## src/rtl/conv_mac_accum.sv

```systemverilog
// conv_mac_accum: saturating multiply-accumulate over KERNEL_SIZE operand
// pairs per window, with a valid/ready handshake on both input and output.
//
// Ports:
//   CLOCK_50               system clock, rising edge
//   RESET_InHigh           asynchronous reset, active-high
//   MacAccum_Clear_In      synchronous abort of the current window
//   MacAccum_Pixel_InBUS   unsigned activation operand
//   MacAccum_Weight_InBUS  unsigned weight operand
//   MacAccum_InValid       operand pair valid
//   MacAccum_InReady       block accepts operand pair (high in ACCUM)
//   MacAccum_Sum_OutBUS    saturated window sum, feeds Requant_InBUS
//   MacAccum_OutValid      window sum valid
//   MacAccum_OutReady      downstream accepts sum
//   MacAccum_Sat_Out       current output window saturated
module conv_mac_accum #(
    parameter int PIXEL_WIDTH  = 4,
    parameter int WEIGHT_WIDTH = 4,
    parameter int ACC_WIDTH    = 14,
    parameter int KERNEL_SIZE  = 9
) (
    input  logic                    CLOCK_50,
    input  logic                    RESET_InHigh,
    input  logic                    MacAccum_Clear_In,
    input  logic [PIXEL_WIDTH-1:0]  MacAccum_Pixel_InBUS,
    input  logic [WEIGHT_WIDTH-1:0] MacAccum_Weight_InBUS,
    input  logic                    MacAccum_InValid,
    output logic                    MacAccum_InReady,
    output logic [ACC_WIDTH-1:0]    MacAccum_Sum_OutBUS,
    output logic                    MacAccum_OutValid,
    input  logic                    MacAccum_OutReady,
    output logic                    MacAccum_Sat_Out
);

    localparam int PROD_W = PIXEL_WIDTH + WEIGHT_WIDTH;
    localparam int CNT_W  = 8;
    localparam logic [CNT_W-1:0] LAST = CNT_W'(KERNEL_SIZE - 1);

    typedef enum logic {ACCUM, HOLD} state_t;

    state_t               state;
    logic [ACC_WIDTH-1:0] acc;
    logic [CNT_W-1:0]     cnt;
    logic                 sticky;

    logic [PROD_W-1:0]    prod;
    logic [ACC_WIDTH:0]   sum_wide;
    logic                 ovf;
    logic [ACC_WIDTH-1:0] sum_sat;
    logic                 sat_next;
    logic                 accept;

    // Operands widened to the product width so the multiply cannot truncate.
    assign prod = {{WEIGHT_WIDTH{1'b0}}, MacAccum_Pixel_InBUS}
                * {{PIXEL_WIDTH{1'b0}}, MacAccum_Weight_InBUS};

    // One spare bit above the accumulator catches the overflow carry.
    assign sum_wide = {1'b0, acc}
                    + {{(ACC_WIDTH + 1 - PROD_W){1'b0}}, prod};
    assign ovf      = sum_wide[ACC_WIDTH];
    assign sum_sat  = ovf ? '1 : sum_wide[ACC_WIDTH-1:0];

    // The sticky flag restarts on the first beat of every window.
    assign sat_next = ((cnt == '0) ? 1'b0 : sticky) | ovf;

    assign MacAccum_InReady = (state == ACCUM);
    assign accept = MacAccum_InValid & MacAccum_InReady;

    always_ff @(posedge CLOCK_50 or posedge RESET_InHigh) begin
        if (RESET_InHigh) begin
            state               <= ACCUM;
            acc                 <= '0;
            cnt                 <= '0;
            sticky              <= 1'b0;
            MacAccum_Sum_OutBUS <= '0;
            MacAccum_OutValid   <= 1'b0;
            MacAccum_Sat_Out    <= 1'b0;
        end else if (MacAccum_Clear_In) begin
            // Abort: drop the partial window and any same-cycle operand;
            // the last presented sum stays on the bus.
            state             <= ACCUM;
            acc               <= '0;
            cnt               <= '0;
            sticky            <= 1'b0;
            MacAccum_OutValid <= 1'b0;
        end else begin
            unique case (state)
                ACCUM: begin
                    if (accept) begin
                        if (cnt == LAST) begin
                            MacAccum_Sum_OutBUS <= sum_sat;
                            MacAccum_Sat_Out    <= sat_next;
                            MacAccum_OutValid   <= 1'b1;
                            acc                 <= '0;
                            cnt                 <= '0;
                            sticky              <= 1'b0;
                            state               <= HOLD;
                        end else begin
                            acc    <= sum_sat;
                            cnt    <= cnt + 1'b1;
                            sticky <= sat_next;
                        end
                    end
                end
                HOLD: begin
                    if (MacAccum_OutValid && MacAccum_OutReady) begin
                        MacAccum_OutValid <= 1'b0;
                        state             <= ACCUM;
                    end
                end
            endcase
        end
    end

endmodule

```

## config.mk

```make
export PLATFORM = sky130hd
export DESIGN_NAME = conv_mac_accum
export DESIGN_NICKNAME = d
export VERILOG_FILES = /design/src/rtl/conv_mac_accum.sv
export SDC_FILE = /design/constraint.sdc
export NUM_CORES = 1
export LEC_CHECK = 0
export ABC_CLOCK_PERIOD_IN_PS = 5100
export CAP_MARGIN = 20
export CORE_UTILIZATION = 30
export CTS_CLUSTER_DIAMETER = 50
export DETAILED_ROUTE_END_ITERATION = 16
export PLACE_DENSITY = 0.6
export SLEW_MARGIN = 20
export SYNTH_ARGS = -nofsm -noshare
export SYNTH_HDL_FRONTEND = slang
export SYNTH_SLANG_ARGS = --single-unit
```

## constraint.sdc

```tcl
create_clock -name CLOCK_50 -period 5.1 [get_ports CLOCK_50]
set_input_delay 1.02 -clock CLOCK_50 [delete_from_list [all_inputs] [get_ports CLOCK_50]]
set_output_delay 1.02 -clock CLOCK_50 [all_outputs]
set_load 0.02 [all_outputs]
```

# Word level (Yosys, flattened, before mapping)
# Cells that the tools add are included.
dict set report totals {
  ff_bits 40
  in_bits 13
  out_inout_bits 17
  wordCells 49
}
dict set report classes {
  addsub 2
  n_mul 1
  n_eq_ne 5
  mux 24
  bitwise_logic 4
  reduce_logical 6
}
# operator count
set ops {}
lappend ops {{two-way mux 14 bit} 5}
lappend ops {{two-way mux 8 bit} 4}
lappend ops {{adder 14 x 8 -> 15 bit} 1}
lappend ops {{two-way mux 1 bit} 13}
lappend ops {{inequality test 3 x 2 -> 1 bit (second input constant)} 3}
lappend ops {{adder 8 x 1 -> 8 bit (second input constant)} 1}
lappend ops {{equality test 8 x 4 -> 1 bit (second input constant)} 1}
lappend ops {{zero test 8 bit} 1}
lappend ops {{multiplier 4 x 4 -> 8 bit} 1}
lappend ops {{case mux 1 bit (2 select lines)} 2}
lappend ops {{AND reduction 4 bit} 1}
lappend ops {{AND reduction 3 bit} 1}
lappend ops {{inequality test 2 bit (second input constant)} 1}
lappend ops {{NOT 1 bit} 2}
lappend ops {{AND reduction 2 bit} 1}
lappend ops {{nonzero test 2 bit} 1}
lappend ops {{bitwise AND 1 bit} 1}
lappend ops {{logical AND 1 bit} 1}
lappend ops {{bitwise OR 1 bit} 1}

# Depth between registers and ports, before layout
# Gate-level depths: netlist (run 1).
dict set report depth {
  word_depth 7
  ltp_mapped 14
  depth_no_buf 13
}

# Worst setup path before layout (run 1)
# No wires, ideal clock.
dict set report synth_timing {
  kind {in2reg}
  start {input port MacAccum_Pixel_InBUS[0]}
  end {register MacAccum_Sum_OutBUS[13]}
  setup_time_ps 130
  arrival_ps 3978
  required_time_ps 4970
  path_slack_ps 992
  stages 12
  path_buffers 1
  cell_sequence {nand2_1 fa_1 fa_1 fa_1 inv_1 ha_1 o211ai_1 nor3_1 or2_1 buf_2 nor4b_1 o31ai_1}
}
dict set report synth_via {
  elab_chain_cells 3
}
# item line_no
set synth_lines {}
lappend synth_lines {{start: declaration} 25} ;# input logic [PIXEL_WIDTH-1:0] MacAccum_Pixel_InBUS,
lappend synth_lines {{multiplier 4 x 4 -> 8 bit} 55} ;# * {{PIXEL_WIDTH{1'b0}}, MacAccum_Weight_InBUS};
lappend synth_lines {{adder 14 x 8 -> 15 bit} 59} ;# + {{(ACC_WIDTH + 1 - PROD_W){1'b0}}, prod};
lappend synth_lines {{two-way mux 14 bit} 61} ;# assign sum_sat = ovf ? '1 : sum_wide[ACC_WIDTH-1:0];
lappend synth_lines {{end signal: assignment} 91} ;# MacAccum_Sum_OutBUS <= sum_sat;
lappend synth_lines {{end: declaration} 29} ;# output logic [ACC_WIDTH-1:0] MacAccum_Sum_OutBUS,
# No other way between the ends.
# A chain may end at the register's enable or synchronous reset.

# Worst setup path after layout (run 1)
dict set report layout_timing {
  start {input port MacAccum_Pixel_InBUS[0]}
  end {register MacAccum_Sum_OutBUS[9]}
}
# Same word-level chain as after synthesis.

==> flow_metrics.tcl, run 1 <==
set metrics [dict create \
    status "finished clean" \
    synth_area_per_cell_um2 8.94 \
    intPower_uw 552 \
    drc 0 \
    tns_ns 0 \
    async_flop_share_pct 100 \
    fmaxAchievable_mhz 222 \
    period_needed_ns 4.51 \
    powerDensity_nw_per_um2 265 \
    clock_sinks 40 \
    syn_area_um2 2670 \
    p_sw_share_pct 34.3 \
    grt.total_usage_pct 13.0 \
    grt_max_degree 41 \
    grt_setup_unrepaired "no" \
    yosys.area.top_type "dfrtp_1" \
    grt_pass1_wl_mm 9.29 \
    stdcell_area_um2 3170 \
    holdWs_ns 0.491 \
    antenna_found_initial 0 \
    worst_slew_pin_slew_ns 0.923 \
    clkTransAtPathRegs_ns 0.08 \
    clkLatencyLatePin_ns 0.30 \
    p_leak_nw 1.47 \
    finalNonFillerCells 435 \
    yosysSeqAreaShare_pct 37.4 \
    cp-start-kind "input port" \
    area_delta_synth_final_pct 18.7 \
    finalHoldViolCount 0 \
    n_fill_cell 921 \
    fin_skew_ns 0.0106 \
    ant_nets 0 \
    cap_violations 0 \
    routed_wl_mm 5.53 \
    pwr-share-seq_pct 40.6 \
    cpMaxStageDelayCell "fa_1" \
    hp-class "reg -> reg" \
    crit_arrival_ns 4.73 \
    fin_util_pct 36.6 \
    die_area_um2 9290 \
    synth_warnings 0 \
    post-route-period-util_pct 88.5 \
    crit_chain "clkdlybuf4s50_1, nand2_1, fa_1, fa_1, fa_1, inv_1, ha_1, o211ai_1, nor3_1, o2111a_1, buf_4, nor2_1, a21oi_1" \
    ctsResizeCount 0 \
    vias 2064 \
    synth-main-ff-cell "dfrtp_1" \
    drtPass1Iterations 4 \
    final_nets 368 \
    die_h_um 96.4 \
    die_w_um 96.4 \
    max_slew_margin_pct 38.1 \
    combPwrFrac_pct 32.5 \
    critPathMaxStageDelay_ns 0.52 \
    drt_iter0_markers 62 \
    place.gp.congestion 0.780 \
    core_area_um2 8680 \
    dp.cells 427 \
    endpoint_kind "flop" \
    synth.distinct_cells 43 \
    io_pins 30 \
    final_layout_size_suffix_gt1_share_pct 5.50 \
    synth_edf_count 0 \
    antenna_cells 0 \
    ys_ff_latch 40 \
    dp_hpwl_mm 4.13 \
    ctsLongestPathBuffers 2 \
    post_cts_buffers 0 \
    grt_pass1_vias 1961 \
    tritoncts "yes" \
    required_ns 5.32 \
    placed_area_um2 3080 \
    p_sw_uw 289 \
    initial_utilization_pct 30.8 \
    h-tree-depth 2 \
    gr-total-overflow 0 \
    path_max_fanout 8 \
    finalSetupViolations 0 \
    portBuffers 29 \
    cts_root_buf "clkbuf_8" \
    cp_common_cell "fa_1" \
    cp_num_buf_inv 3 \
    syn_inst 299 \
    crit_family "adder cells" \
    wire_per_inst_um 12.7 \
    numCtsBuffers 5 \
    synthTopCellsByArea "dfrtp_1 (37%), ha_1 (9.4%), fa_1 (6.7%)" \
    cts_hold_buf 0 \
    critPathKind "in -> reg" \
    clkPwrFrac_pct 26.9 \
    slew_viol_final 0 \
    synth_top_cell_area_share_pct 37.4 \
    peakVddDrop_mv 0.0819 \
    syn_nets 341 \
    viasPerCell 4.74 \
    rows 34 \
]
==> sequential cells by signal (all words and copies together) (netlist names) <==
signal               count
MacAccum_OutValid        1
MacAccum_Sat_Out         1
MacAccum_Sum_OutBUS     14
acc                     14
cnt                      8
state                    1
sticky                   1
==> cells in the mapped netlist (all sizes together) (4+ instances only) <==
master and n:
o21ai 31, ha 20, fa 9, nand2b 4
and2 12, and3 4, clkbuf 7, dfrtp 40
a31oi 5, inv 31, a21oi 15, o211ai 4
xor2 6, nor3 6, o22ai 6, nand2 35
o31ai 5, a21o 6, buf 5, nor2 20
==> cell usage in the layout (no fill, tap or decap), types with 4 or more instances in the layout <==
master and n:
nor2_1 20, and2_1 12, and3_1 4, o211ai_1 4, o21ai_0 18, inv_1 31
clkdlybuf4s50_1 29, a21o_1 6, a21oi_1 15, xor2_1 6, clkbuf_8 6, nand2b_1 4
o31ai_1 4, dfrtp_1 40, o21ai_1 12, nand2_1 35, fa_1 9, o22ai_1 6
ha_1 20, a31oi_1 5
==> area by class of cell <==
class | count | area (um2) | area share, %
inverter | 31 | 116 | 3.67
tap | 108 | 135 | 4.26
timing repair buffer | 32 | 313 | 9.86
multi-input combinational | 216 | 1510 | 47.6
clock buffer | 6 | 82.6 | 2.60
sequential | 40 | 1000 | 31.5
clock inverter | 2 | 15.0 | 0.473
==> metal layers <==
metal / vias to the layer above / GRT usage [%] / part of all wire [%]
met1: 960 / 17.6 / 51
met2: 21 / 21.2 / 46
met5: - / 0 / 0
li1: 1078 / - / -
met4: 0 / 3.68 / 0.92
met3: 5 / 2.58 / 2.4
==> worst paths after layout <==
check	slack (ns)	cells past startpoint	to	startpoint
setup reg to reg	2.47	9	acc[11]$_DFFE_PP0P_	acc[2]$_DFFE_PP0P_
max in group asynchronous	3.60	3	acc[3]$_DFFE_PP0P_	RESET_InHigh
hold reg to reg	0.49	2	acc[0]$_DFFE_PP0P_	acc[0]$_DFFE_PP0P_
hold / removal	0.49	2	acc[0]$_DFFE_PP0P_	acc[0]$_DFFE_PP0P_
setup / recovery	0.59	13	MacAccum_Sum_OutBUS[9]$_DFFE_PP0P_	MacAccum_Pixel_InBUS[0]
min in group asynchronous	1.14	3	MacAccum_Sum_OutBUS[11]$_DFFE_PP0P_	RESET_InHigh
==> cells by family (layout without fill, tap and decap cells) <==
kind of cell | count (synthesis) | count (layout) | share of synthesized area, %
DFF | 40 | 40 | 37.4
AOI/OAI and AO/OA | 82 | 82 | 19.2
and+or+nand+nor | 97 | 97 | 18.3
xor gates and xnor gates | 8 | 8 | 2.62
buffers and inverters | 43 | 71 | 6.27
adders and majority gates | 29 | 29 | 16.1
==> power groups by stage <==
stage | combinational [mW] | clock (mW) | sequential (mW)
floorplan | 0.209 | 0 | 0.348
finish | 0.273 | 0.226 | 0.342
global route | 0.317 | 0.244 | 0.343
CTS | 0.276 | 0.231 | 0.342
global placement | 0.272 | 0 | 0.348
detailed placement | 0.273 | 0 | 0.348
==> per-stage QoR <==
| stage | total power, mW | setup slack, ns |
|---|---|---|
| global placement | 0.620 | 0.299 |
| finish | 0.841 | 0.587 |
| detailed placement | 0.622 | 0.272 |
| CTS | 0.848 | 0.590 |
| global route | 0.904 | 0.270 |
| floorplan | 0.558 | 0.992 |
==> tightest hold or removal path, delay by kind of cell (launching register included) <==
kind	cells	cell delay (ns)
simple gates	1	0.05
compound gates	1	0.06
flops	1	0.36
Power figures use the tool's default switching activity.
==> inputs of run 2 (changes only) <==
--- a/config.mk
+++ b/config.mk
@@ -11,6 +11,7 @@
 export CTS_CLUSTER_DIAMETER = 50
 export DETAILED_ROUTE_END_ITERATION = 16
 export PLACE_DENSITY = 0.6
+export SKIP_LAST_GASP = 1
 export SLEW_MARGIN = 20
 export SYNTH_ARGS = -nofsm -noshare
 export SYNTH_HDL_FRONTEND = slang
==> results of run 2 <==
Same layout as run 1: the final DEF is identical, and so are final timing and power.
==> inputs of run 3 (changes only) <==
--- a/config.mk
+++ b/config.mk
@@ -8,6 +8,7 @@
 export ABC_CLOCK_PERIOD_IN_PS = 5100
 export CAP_MARGIN = 20
 export CORE_UTILIZATION = 30
+export CTS_BUF_LIST = sky130_fd_sc_hd__clkbuf_8
 export CTS_CLUSTER_DIAMETER = 50
 export DETAILED_ROUTE_END_ITERATION = 16
 export PLACE_DENSITY = 0.6
==> results of run 3 <==
Same layout as run 1: the final DEF is identical, and so are final timing and power.
